File: config.mk
export PLATFORM = sky130hd
export DESIGN_NAME = imm_gen_stage
export DESIGN_NICKNAME = d
export VERILOG_FILES = /design/src/rtl/imm_pkg.sv /design/src/rtl/imm_fmt_extract.sv /design/src/rtl/imm_gen_stage.sv
export SDC_FILE = /design/constraint.sdc
export NUM_CORES = 1
export LEC_CHECK = 0
export ABC_AREA = 1
export CORE_MARGIN = 2
export CORE_UTILIZATION = 25
export DETAILED_ROUTE_END_ITERATION = 10
export PLACE_DENSITY = 0.41
export SYNTH_ARGS = -nofsm -noshare
export SYNTH_HDL_FRONTEND = slang
export SYNTH_HIERARCHICAL = 1
export SYNTH_SLANG_ARGS = --single-unit
File: constraint.sdc
create_clock -name clk -period 6.7 [get_ports clk]
set_clock_uncertainty 0.1 [all_clocks]
set_input_delay 1.34 -clock clk [delete_from_list [all_inputs] [get_ports clk]]
set_output_delay 1.34 -clock clk [all_outputs]
set_load 0.02 [all_outputs]
File: src/rtl/imm_pkg.sv
// imm_pkg
// Shared definitions for the immediate-generation stage:
//   - imm_fmt_e : 3-bit immediate format code carried with every result
//   - OP_*      : major opcodes (instr[6:0]) recognised by the auto decoder
//   - F3_*      : funct3 values that turn an OP-IMM into a shift
package imm_pkg;

    typedef enum logic [2:0] {
        FMT_NONE  = 3'b000,
        FMT_U     = 3'b001,
        FMT_I     = 3'b010,
        FMT_SHAMT = 3'b011,
        FMT_B     = 3'b100,
        FMT_S     = 3'b101,
        FMT_J     = 3'b110,
        FMT_CSR   = 3'b111
    } imm_fmt_e;

    localparam logic [6:0] OP_LUI    = 7'b0110111;
    localparam logic [6:0] OP_AUIPC  = 7'b0010111;
    localparam logic [6:0] OP_JAL    = 7'b1101111;
    localparam logic [6:0] OP_JALR   = 7'b1100111;
    localparam logic [6:0] OP_LOAD   = 7'b0000011;
    localparam logic [6:0] OP_IMM    = 7'b0010011;
    localparam logic [6:0] OP_IMM32  = 7'b0011011;
    localparam logic [6:0] OP_BRANCH = 7'b1100011;
    localparam logic [6:0] OP_STORE  = 7'b0100011;
    localparam logic [6:0] OP_SYSTEM = 7'b1110011;

    localparam logic [2:0] F3_SLL = 3'b001;
    localparam logic [2:0] F3_SRX = 3'b101;

endpackage

File: src/rtl/imm_fmt_extract.sv
// imm_fmt_extract
// Purely combinational per-format immediate extraction.
// Ports:
//   instr : raw 32-bit instruction word
//   fmt   : format to apply (FMT_NONE yields zero)
//   imm   : XLEN-bit extended immediate
module imm_fmt_extract
    import imm_pkg::*;
#(
    parameter int XLEN = 32
) (
    input  logic [31:0]     instr,
    input  imm_fmt_e        fmt,
    output logic [XLEN-1:0] imm
);

    // The opcode field never contributes to an immediate.
    logic w_unused_opcode;
    assign w_unused_opcode = ^instr[6:0];

    // Every signed format is first assembled as a 32-bit value and then
    // widened; a size cast of a signed operand sign-extends to XLEN.
    function automatic logic [XLEN-1:0] sext32(input logic signed [31:0] v);
        return XLEN'(v);
    endfunction

    always_comb begin
        imm = '0;
        unique case (fmt)
            FMT_U:     imm = sext32({instr[31:12], 12'b0});
            FMT_I:     imm = sext32({{20{instr[31]}}, instr[31:20]});
            FMT_SHAMT: imm = (XLEN == 64) ? XLEN'(instr[25:20]) : XLEN'(instr[24:20]);
            FMT_B:     imm = sext32({{20{instr[31]}}, instr[7], instr[30:25], instr[11:8], 1'b0});
            FMT_S:     imm = sext32({{20{instr[31]}}, instr[31:25], instr[11:7]});
            FMT_J:     imm = sext32({{12{instr[31]}}, instr[19:12], instr[20], instr[30:21], 1'b0});
            FMT_CSR:   imm = XLEN'(instr[19:15]);
            default:   imm = '0;
        endcase
    end

endmodule

File: src/rtl/imm_gen_stage.sv
// imm_gen_stage
// Decodes the immediate format of an instruction, extracts the extended
// immediate on the input side and stores the result in a 2-entry skid FIFO.
// Ports:
//   clk, rst_n              : clock, synchronous active-low reset
//   in_valid/in_ready       : upstream handshake (in_ready is registered)
//   in_instr, in_sel        : instruction word, manual format (AUTO_DECODE=0)
//   out_valid/out_ready     : downstream handshake
//   out_imm, out_fmt        : extended immediate and applied format code
//   out_illegal             : no format matched
//   illegal_cnt             : saturating count of illegal results delivered
module imm_gen_stage
    import imm_pkg::*;
#(
    parameter int XLEN        = 32,
    parameter int AUTO_DECODE = 1,
    parameter int CNT_W       = 16
) (
    input  logic             clk,
    input  logic             rst_n,
    input  logic             in_valid,
    output logic             in_ready,
    input  logic [31:0]      in_instr,
    input  logic [2:0]       in_sel,
    output logic             out_valid,
    input  logic             out_ready,
    output logic [XLEN-1:0]  out_imm,
    output logic [2:0]       out_fmt,
    output logic             out_illegal,
    output logic [CNT_W-1:0] illegal_cnt
);

    function automatic imm_fmt_e auto_fmt(input logic [31:0] instr);
        imm_fmt_e f;
        logic     is_shift;
        is_shift = (instr[14:12] == F3_SLL) || (instr[14:12] == F3_SRX);
        f = FMT_NONE;
        case (instr[6:0])
            OP_LUI, OP_AUIPC:  f = FMT_U;
            OP_JAL:            f = FMT_J;
            OP_JALR, OP_LOAD:  f = FMT_I;
            OP_IMM:            f = is_shift ? FMT_SHAMT : FMT_I;
            // The word-sized immediate ops only exist on a 64-bit machine.
            OP_IMM32:          f = (XLEN == 64) ? (is_shift ? FMT_SHAMT : FMT_I) : FMT_NONE;
            OP_BRANCH:         f = FMT_B;
            OP_STORE:          f = FMT_S;
            OP_SYSTEM:         f = instr[14] ? FMT_CSR : FMT_I;
            default:           f = FMT_NONE;
        endcase
        return f;
    endfunction

    imm_fmt_e        w_fmt;
    logic            w_illegal;
    logic [XLEN-1:0] w_imm;

    always_comb begin
        w_fmt     = (AUTO_DECODE != 0) ? auto_fmt(in_instr) : imm_fmt_e'(in_sel);
        w_illegal = (w_fmt == FMT_NONE);
    end

    imm_fmt_extract #(.XLEN(XLEN)) u_extract (
        .instr (in_instr),
        .fmt   (w_fmt),
        .imm   (w_imm)
    );

    // Two-entry circular buffer holding fully extracted results.
    logic [XLEN-1:0]  r_imm [2];
    logic [2:0]       r_fmt [2];
    logic             r_ill [2];
    logic             r_wr_ptr;
    logic             r_rd_ptr;
    logic [1:0]       r_count;
    logic             r_in_ready;
    logic [CNT_W-1:0] r_illegal_cnt;

    logic       w_push;
    logic       w_pop;
    logic [1:0] w_count_nxt;

    assign out_valid   = (r_count != 2'd0);
    assign in_ready    = r_in_ready;
    assign w_push      = in_valid && r_in_ready;
    assign w_pop       = out_valid && out_ready;
    assign w_count_nxt = r_count + {1'b0, w_push} - {1'b0, w_pop};

    assign out_imm     = r_imm[r_rd_ptr];
    assign out_fmt     = r_fmt[r_rd_ptr];
    assign out_illegal = r_ill[r_rd_ptr];
    assign illegal_cnt = r_illegal_cnt;

    always_ff @(posedge clk) begin
        if (!rst_n) begin
            r_wr_ptr      <= 1'b0;
            r_rd_ptr      <= 1'b0;
            r_count       <= 2'd0;
            r_in_ready    <= 1'b0;
            r_illegal_cnt <= '0;
            for (int i = 0; i < 2; i++) begin
                r_imm[i] <= '0;
                r_fmt[i] <= FMT_NONE;
                r_ill[i] <= 1'b0;
            end
        end else begin
            if (w_push) begin
                r_imm[r_wr_ptr] <= w_imm;
                r_fmt[r_wr_ptr] <= w_fmt;
                r_ill[r_wr_ptr] <= w_illegal;
                r_wr_ptr        <= ~r_wr_ptr;
            end
            if (w_pop) begin
                r_rd_ptr <= ~r_rd_ptr;
            end
            r_count    <= w_count_nxt;
            // Ready is computed from next occupancy so it never depends
            // combinationally on out_ready.
            r_in_ready <= (w_count_nxt < 2'd2);
            if (w_pop && r_ill[r_rd_ptr] && (r_illegal_cnt != {CNT_W{1'b1}})) begin
                r_illegal_cnt <= r_illegal_cnt + CNT_W'(1);
            end
        end
    end

endmodule
==> summary.txt, run 1 <==
Run status
  – Run status: complete, no violations

Pwr
  – Worst vdd ir: 166 uV
  – Overall Power: approximately 1600 uW
  – Combinational share of power: 23.9%
  – Sequential power share: between 40% and 50%
  – Switching Share: 28.9%
  – Power Density: between 200 and 250 mW/mm^2
  – P_sw: about 450 uW
  – P_int: about 1100 uW
  – Leak: roughly 0.0023 uW
  – Clock share of power: a little under a third

Synth
  – Post-synthesis cell count: around 550
  – Synthesized area per cell: between 9 and 10 sq um
  – #FFs+latches synth: 94
  – Area leader, netlist: edfxtp_1
  – Net Count, Synth: just under 600
  – Synth top area share: 42.4%
  – Number of synthesized flops with an enable pin: 70
  – Netlist cell types: 33
  – Sequential element share of the synthesized area: 52.1%
  – Netlist Area Pre-Place: 0.00495 sq mm
  – Area contributors post-synth: edfxtp_1 (42%), dfxtp_1 (9.7%), nand2_1 (8.7%), mux2_2 (8.0%), nor2_1 (7.8%)
  – Synth Flop Type: edfxtp_1
  – YS warnings: 6
  – Post-synth ARST share: 0%

Clocking
  – Post-cts sizing count: 0
  – Root Buffer: clkbuf_16
  – CTS clock-pin slew for the worst setup and hold paths: 0.06 ns
  – Clk_lat worst skew: around 0.35 ns
  – Longest Clk Path Bufs: 2
  – CTS tree: done
  – Clock sink count: 94
  – H-tree depth: 3
  – Setup Fix Bufs, Post-CTS: 0
  – Post-CTS Hold Buffers: 0
  – CTS Buf Count: 9

Critical path
  – Endpoint class of the critical path: flip-flop
  – Worst path required time: between 6 and 7 ns
  – End of the worst register-to-register path: illegal_cnt[1]
  – Reg2Reg Setup Slack: around 4.4 ns
  – Setup CP Type: in2reg
  – Critical Path AT: between 3 and 4 ns
  – Worst setup SP type: input port
  – R2R cell count: 7
  – Crit-path max FO: 12

Final layout
  – Finished Layout Cells: 907
  – Commonest non-fill, non-tap cell in the layout: nand2_1
  – Area growth, synth to finish: 28.3%
  – Number of diodes: 0
  – Layout net count: 679
  – Utilization after layout: 32.7%
  – Most frequent cells in the layout: nand2_1 (115), nor2_1 (103), clkdlybuf4s50_1 (89)
  – Layout cell share with drive strength beyond 1: 14.6%

Worst hold path
  – Worst hold-check path type: reg2reg
  – HP Start: r_rd_ptr
  – Worst hold stages: 1

Detailed routing
  – Post-route ant nets: 0
  – Residual DRC: 0
  – Drt first pass iters: 5
  – Total Routed Length: about 14 mm
  – Starting DRT DRC Count: roughly 220
  – Vias per inst: between 4 and 5
  – Wire per inst: about 15 um
  – Routed via count: 3890

Global routing
  – Vias in the first global route: 3925
  – First-pass GRT wire length: 21.2 mm
  – Gr usage total: 13.6%
  – Initial antenna violation count: 0
  – Grt ovf: 0
  – Largest net degree at the start of global routing: 38

STA
  – Hold Violations, Final: 0
  – Final setup TNS: 0 ns
  – Tmin final: around 3.9 ns
  – Final setup violation count: 0
  – Fin crit share: 57.9%
  – Hold_ws: ~0.35 ns
  – Slew Limit Headroom: about 33%
  – Fmax: around 260 MHz
  – Worst slew pin tran: approximately 1.0 ns
  – RSZ-0062 raised after global routing: no
  – Max Slew Vio Count: 0

Floorplan
  – IO Count: just over 90
  – Die X: 145 um
  – # rows: a little over 50
  – Initial Utilization: 25.5%
  – Chip height: about 140 um
  – Die area: 0.0210 sq mm
  – Placeable Area: 0.0195 sq mm

Placement
  – RePlAce Congestion: between 0.7 and 0.8
  – I/O Buffers: roughly 90
  – Detailed Place HPWL: 9.45 mm
  – Placed cells: 891

Flow run
  – Max-cap violations: 0
-- layout make-up --
class,instances,area (sq um)
clock buffer,14,258
clock inverter,2,10.0
fill,2040,13100
inverter,72,275
multi-input combinational,367,1980
sequential,94,2580
tap,265,332
timing repair buffer,93,921
-- critical path, cell delays in order --
cell             delay [ns]
clkdlybuf4s50_1        0.40
nand2_1                0.15
inv_1                  0.07
nand2_1                0.12
inv_1                  0.10
nand4_1                0.11
nand4_1                0.57
inv_2                  0.39
nand2_4                0.11
nand3_1                0.17
o21ai_0                0.16
inv_1                  0.10
nor2_1                 0.05
-- power by group through the flow --
stage                     sequential [uW]  clock [uW]  combinational, uW
after global placement                726           0                383
after CTS                             716         500                385
after floorplan                       701           0                236
final                                 712         482                376
after detailed placement              728           0                382
after global routing                  721         521                413
-- synthesized netlist by cell type, types with 2 or more instances --
cell type / number
nand3_1: 31
nor2_4: 6
xor2_1: 6
o21a_1: 2
buf_2: 9
a21oi_2: 9
clkbuf_1: 2
a21oi_1: 10
o21ai_0: 9
mux2_2: 35
xnor2_1: 3
buf_6: 4
inv_2: 5
nand4_1: 11
nor3_1: 2
dfxtp_1: 24
inv_1: 65
nand2_1: 115
nand2_2: 14
edfxtp_1: 70
ha_1: 3
nor2_1: 103
-- registers in the layout (all words and copies together) (netlist names), named ones only --
register     cells
r_count          2
r_wr_ptr         1
r_ill            2
in_ready         1
r_rd_ptr         1
r_fmt            6
r_imm           64
illegal_cnt     16
-- worst max-delay path by stage --
| stage | from | endpoint | slack, ns | cells after the start |
|---|---|---|---|---|
| final | in_instr[1] | r_imm[0][29] | 2.82 | 13 |
| after global routing | rst_n | r_imm[0][22] | 2.61 | 6 |
| after CTS | flip-flop | out_imm[26] | 2.81 | 2 |
| after detailed placement | rst_n | r_imm[0][19] | 2.44 | 6 |
| after global placement | rst_n | r_imm[0][19] | 2.45 | 6 |
| after floorplan | rst_n | r_fmt[1][0] | 3.30 | 6 |
-- routing by layer --
layer	part of all wire [%]	up-vias	global-route usage (%)
li1	-	1957	-
met1	46	1837	17.8
met2	49	86	22.4
met3	4.1	10	2.80
met4	1.2	0	4.34
met5	0	-	0
-- metrics by stage --
step           cell area (sq um)  setup slack (ns)
4_1_cts                     6360              2.81
3_3_place_gp                6090              2.45
2_1_floorplan               4950              3.30
5_1_grt                     6360              2.61
6_report                    6360              2.82
3_5_place_dp                6090              2.44
-- logic make-up (layout without fill, tap and decap cells) --
logic type	Yosys count	after routing	synth area share (%)
simple gates	288	288	25.5
flops	94	94	52.1
buf+inv	88	181	7.93
mux	35	35	7.96
compound gates	32	32	4.14
xor+xnor	9	9	1.59
fa+ha+maj	3	3	0.758
(Power assumes the default switching activity.)
==> inputs of run 2 (changes only) <==
clock period = 4 ns   (was 6.7 ns; I/O delays follow)
==> run 2 against run 1 <==
  * Final cell count is 0.33% higher
  * Flip-flop and latch count unchanged
  * Design area up 0.96%
  * Die area is the same
  * Setup slack got worse by 1.9 ns
  * Clock-buffer cell count decreased by 2
  * Via count increased by 0.28%
  * Clock power up 80%
  * Routed wire length rose by 0.66%
  * Power grew 72%
  * Worst hold slack got worse by 0.0010 ns
  * Global-route usage is 0.083 points higher
  * Largest cell class unchanged
==> summary.txt, run 2 (synthesis results as in run 1) <==
Run status
  – Run status: complete, no violations

Worst hold path
  – Worst hold-check path type: reg2reg

Final layout
  – Layout net count: 682 (+0.44%)
  – Finished Cell Area: 0.00642 sq mm (+0.96%)
  – Layout cell share with drive strength beyond 1: 15.3% (+0.71 points)
  – Most frequent cells in the layout: nand2_1 (115), nor2_1 (103), clkdlybuf4s50_1 (89)
  – Number of diodes: 0 (unchanged)
  – Biggest register: r_imm
  – Fill count: 2025 (-0.74%)
  – Max reg flops: 64 (unchanged)
  – Commonest non-fill, non-tap cell in the layout: nand2_1
  – Area growth, synth to finish: 29.6%

Clocking
  – Clk_lat worst skew: 0.35 ns (about the same)
  – Root Buffer: clkbuf_16
  – H-tree depth: 3 (unchanged)
  – Post-cts sizing count: 0 (unchanged)
  – CTS Buf Count: 9 (unchanged)
  – CTS clock-pin slew for the worst setup and hold paths: 0.06 ns (about the same)
  – Post-CTS Hold Buffers: 0 (unchanged)
  – CTS tree: done
  – Longest Clk Path Bufs: 2 (unchanged)
  – Clock sink count: 94 (unchanged)
  – Setup Fix Bufs, Post-CTS: 0 (unchanged)

Critical path
  – Worst setup SP type: input port
  – Endpoint class of the critical path: flip-flop
  – Crit-path max FO: 10 (-2)
  – Worst path required time: 3.98 ns (-2.69 ns)
  – Reg2Reg Setup Slack: 2.05 ns (-2.30 ns)
  – Setup CP Type: in2reg
  – Critical Path AT: 3.06 ns (-0.79 ns)

Detailed routing
  – Starting DRT DRC Count: 299 (+37%)
  – Post-route ant nets: 0 (unchanged)
  – Residual DRC: 0 (unchanged)
  – Wire per inst: 15.0 um (+0.33%)
  – Total Routed Length: 13.6 mm (+0.66%)
  – Drt first pass iters: 4 (-1)
  – Routed via count: 3901 (+0.28%)
  – Vias per inst: 4.29 (about the same)

Floorplan
  – # rows: 51 (unchanged)
  – Initial Utilization: 25.5% (unchanged)
  – IO Count: 93 (unchanged)
  – Die area: 0.0210 sq mm (unchanged)
  – Die X: 145 um (unchanged)
  – Chip height: 145 um (unchanged)
  – Placeable Area: 0.0195 sq mm (unchanged)

Global routing
  – GRT Max-Usage Layer: met2
  – Vias in the first global route: 3945 (+0.51%)
  – Gr usage total: 13.7% (+0.083 points)
  – Largest net degree at the start of global routing: 38 (unchanged)
  – First-pass GRT wire length: 21.4 mm (+0.94%)
  – Grt ovf: 0 (unchanged)
  – GR Util met1: 17.9% (+0.079 points)
  – Initial antenna violation count: 0 (unchanged)
  – Met3 Use GR: 2.63% (-0.16 points)
  – M2 GR Usage: 22.6% (+0.12 points)

Pwr
  – Overall Power: 2710 uW (+72%)
  – P_sw: 792 uW (+75%)
  – Combinational share of power: 25.4% (+1.5 points)
  – Worst vdd ir: 327 uV (+97%)
  – Leak: 0.00237 uW (+1.4%)
  – Switching Share: 29.3% (+0.37 points)
  – P_int: 1910 uW (+71%)
  – Sequential power share: 42.6% (-2.8 points)
  – Power Density: 421 mW/mm^2 (+71%)
  – Clock share of power: 32.0% (+1.3 points)

STA
  – Fmax: between 300 and 400 MHz
  – Final setup violation count: 0 (unchanged)
  – RSZ-0062 raised after global routing: no
  – Final setup TNS: 0 ns (unchanged)
  – Fin crit share: 77.0%
  – Slew Limit Headroom: 63.0% (+30 points)
  – Max Slew Vio Count: 0 (unchanged)
  – Hold Violations, Final: 0 (unchanged)
  – Tmin final: slightly above 3 ns
  – Worst slew pin tran: 0.554 ns (-0.456 ns)
  – Hold_ws: 0.351 ns (-0.00101 ns)

Flow run
  – Max-cap violations: 0 (unchanged)

Placement
  – Detailed Place HPWL: 9.39 mm (-0.61%)
  – RePlAce Congestion: 0.785 (about the same)
  – Area after DPL: 0.00612 sq mm (+0.58%)
  – I/O Buffers: 89 (unchanged)
[run 2: final timing paths]
check                   start      endpoint  cells after the start
setup / recovery  in_instr[2]  r_imm[1][27]                     12
hold / removal       r_rd_ptr     flip-flop                      1
setup reg to reg     in_ready   r_imm[1][8]                      5
hold reg to reg      r_rd_ptr     flip-flop                      1
[run 2: per-layer routing]
metal | part of all wire, % | vias to the layer above
li1 | - | 1962
met1 | 46 | 1829
met2 | 47 | 97
met3 | 5.0 | 13
met4 | 1.4 | 0
met5 | 0 | -
[run 2: worst max-delay path: stages]
cell	delay [ns]
clkdlybuf4s50_1	0.55
nor2_1	0.06
nand2_1	0.12
inv_1	0.10
nand4_1	0.10
nand4_1	0.43
inv_2	0.32
nand2_4	0.10
nand3_1	0.18
o21ai_0	0.16
inv_1	0.10
nor2_1	0.05
[run 2: per-stage QoR]
step | cells | setup slack [ns] | util [%]
finish | 910 | 0.920 | 33.0
global route | 910 | 0.579 | 33.0
CTS | 910 | 0.888 | 33.0
detailed placement | 894 | 0.522 | 31.5
global placement | 894 | 0.588 | 31.5
floorplan | 549 | 1.14 | -
[run 2: cell type report]
cell class              count  area [sq um]  share of cell area, %
multi-input cells         367          1980                   30.8
clock inverters             4          26.3                  0.409
clock buffers              12           268                   4.17
repair buffers             96           956                   14.9
well taps                 265           332                   5.17
flip-flops and latches     94          2580                   40.3
inverters                  72           275                   4.29
[run 2: power groups by stage]
stage	clock [uW]	sequential [uW]	combinational, uW
6_report	866	1150	687
5_1_grt	937	1160	746
4_1_cts	894	1150	704
3_5_place_dp	0	1170	699
3_3_place_gp	0	1170	700
2_1_floorplan	0	1170	396
==> inputs of run 3 (changes only) <==
PLACE_DENSITY = 0.43   (was 0.41)
clock period = 2.7 ns   (was 4 ns; I/O delays follow)
==> run 3 against run 2 <==
  * Sequential share of layout area down 1.8 points
  * Register-to-register slack worse by 1.2 ns
  * Utilization up 1.5 points
  * Final cell count up 3.3%
  * Routed wire length down 2.3%
  * Non-clock buffer count up 30
  * Via count up 1.5%
  * Clock power up 57%
  * Largest cell class unchanged
  * Sequential power up 48%
  * Combinational power up 54%
  * Flip-flop and latch count unchanged
==> summary.txt, run 3 (synthesis results as in run 1) <==
Run status
  – Run status: complete, no violations

Floorplan
  – Initial Utilization: 25.5% (unchanged)
  – Die area: 0.0210 sq mm (unchanged)
  – Placeable Area: 0.0195 sq mm (unchanged)
  – Die X: 145 um (unchanged)
  – # rows: 51 (unchanged)
  – Chip height: 145 um (unchanged)
  – IO Count: 93 (unchanged)

Global routing
  – Vias in the first global route: 3887 (-1.5%)
  – Initial antenna violation count: 0 (unchanged)
  – Grt ovf: 0 (unchanged)
  – Largest net degree at the start of global routing: 38 (unchanged)
  – Gr usage total: 13.1% (-0.58 points)
  – First-pass GRT wire length: 20.6 mm (-3.5%)

Critical path
  – Crit-path slowest cell: clkdlybuf4s50_1
  – Cell Chain, Critical Path: buf_12 -> mux2_2 -> clkdlybuf4s50_1
  – Worst path required time: 2.06 ns (-1.92 ns)
  – Endpoint class of the critical path: output pin
  – Critical Path AT: 1.91 ns (-1.15 ns)
  – Reg2Reg Setup Slack: 0.82 ns (-1.23 ns)
  – Worst setup SP type: flip-flop
  – Setup CP Type: reg2out
  – R2R cell count: 9 (+4)
  – RR Startpoint: illegal_cnt[0]
  – CP top delay family: buffers and inverters
  – Largest stage delay, worst path: 0.55 ns (about the same)
  – End of the worst register-to-register path: illegal_cnt[1]
  – Crit-path max FO: 37 (+27)
  – Buf/Inv on CP: 2 (-2)

Final layout
  – Fill count: 2003 (-1.1%)
  – Storage element area: 0.00258 sq mm (about the same)
  – Area of the multi-input gates: 0.00199 sq mm (+0.38%)
  – Finished Layout Cells: 940 (+3.3%)
  – Biggest register: r_imm
  – Layout net count: 712 (+4.4%)
  – Max reg flops: 64 (unchanged)
  – Number of diodes: 0 (unchanged)
  – Utilization after layout: 34.5% (+1.5 points)
  – Layout cell share with drive strength beyond 1: 19.3% (+3.9 points)
  – Most frequent cells in the layout: nand2_1 (115), nor2_1 (102), clkdlybuf4s50_1 (89)
  – Area growth, synth to finish: 35.6%
  – Commonest non-fill, non-tap cell in the layout: nand2_1

Pwr
  – Leak: 0.00253 uW (+6.7%)
  – Worst vdd ir: 467 uV (+43%)
  – Power Density: 614 mW/mm^2 (+46%)
  – Overall Power: 4130 uW (+53%)

STA
  – Fmax: 392 MHz
  – Final setup violation count: 0 (unchanged)
  – Tmin final: 2.55 ns
  – Worst slew pin tran: 0.462 ns (-0.0921 ns)
  – Final setup TNS: 0 ns (unchanged)
  – Slew Limit Headroom: 69.1% (+6.1 points)
  – Fin crit share: a little over nine tenths
  – Hold Violations, Final: 0 (unchanged)
  – RSZ-0062 raised after global routing: yes
  – Max Slew Vio Count: 0 (unchanged)

Worst hold path
  – HP Start: r_rd_ptr
  – Worst hold stages: 1 (unchanged)
  – Worst hold-check path type: reg2reg

Placement
  – RePlAce Congestion: 0.808 (+2.9%)
  – Placed cells: 924 (+3.4%)
  – Detailed Place HPWL: 9.49 mm (+1.0%)
  – I/O Buffers: 89 (unchanged)

Flow run
  – Max-cap violations: 0 (unchanged)

Detailed routing
  – Vias per inst: 4.21 (-1.7%)
  – Wire per inst: 14.2 um (-5.4%)
  – Starting DRT DRC Count: 157 (-47%)
  – Residual DRC: 0 (unchanged)
  – Total Routed Length: 13.3 mm (-2.3%)
  – Routed via count: 3961 (+1.5%)
  – Drt first pass iters: 4 (unchanged)
  – Post-route ant nets: 0 (unchanged)

Clocking
  – Clock sink count: 94 (unchanged)
  – Post-CTS Hold Buffers: 0 (unchanged)
  – Clk_lat worst skew: 0.34 ns (about the same)
  – Root Buffer: clkbuf_16
  – Setup Fix Bufs, Post-CTS: 0 (unchanged)
  – Longest Clk Path Bufs: 2 (unchanged)
  – Post-cts sizing count: 0 (unchanged)
  – H-tree depth: 3 (unchanged)
  – CTS tree: done
  – CTS Buf Count: 9 (unchanged)
  – CTS clock-pin slew for the worst setup and hold paths: 0.06 ns (about the same)
-- run 3: final cells by class --
cell class,instances,area share [%]
multi-input cells,367,29.6
well taps,265,4.93
repair buffers,126,18.3
flip-flops and latches,94,38.4
inverters,72,4.10
clock buffers,9,3.35
clock inverters,7,1.30
-- run 3: routing by layer --
metal,vias to the layer above,part of all wire [%],global-route usage [%],routed length [um]
li1,2024,-,-,-
met2,90,46,21.0,6180
met5,-,0,0,0
met4,0,1.9,4.70,248
met1,1831,47,17.6,6300
met3,16,4.5,2.53,598
-- run 3: worst max path at each step --
stage,slack [ns],startpoint,depth (start not counted),endpoint
after floorplan,0.10,rst_n,6,r_fmt[1][0]
after global placement,-0.20,in_instr[4],12,r_imm[0][29]
after detailed placement,-0.24,in_instr[4],12,r_imm[0][29]
after CTS,0.11,flip-flop,3,out_imm[30]
after global routing,-0.05,in_instr[0],14,r_imm[0][8]
final,0.15,flip-flop,3,out_imm[28]
-- run 3: stage by stage --
step                cell area, sq um  hold slack (ns)  worst slack (ns)
detailed placement              6400            0.340            -0.242
CTS                             6710            0.350             0.109
floorplan                       4950            0.326             0.100
global placement                6400            0.338            -0.205
finish                          6720            0.348             0.150
global route                    6720            0.395           -0.0532
-- run 3: worst register-to-register path: stages (launching register included) --
cell and delay [ns]:
dfxtp_1 0.37, ha_1 0.29, nand2_2 0.11, nor2_2 0.05, nand2_2 0.11, nor2_4 0.05
nor2_4 0.37, inv_6 0.16, nor2_1 0.13, nor2_1 0.05
-- run 3: power by group --
| part | internal [uW] | switching [uW] |
|---|---|---|
| logic | 499 | 563 |
| clock network | 806 | 556 |
| registers | 1660 | 41.2 |
| total | 2970 | 1160 |
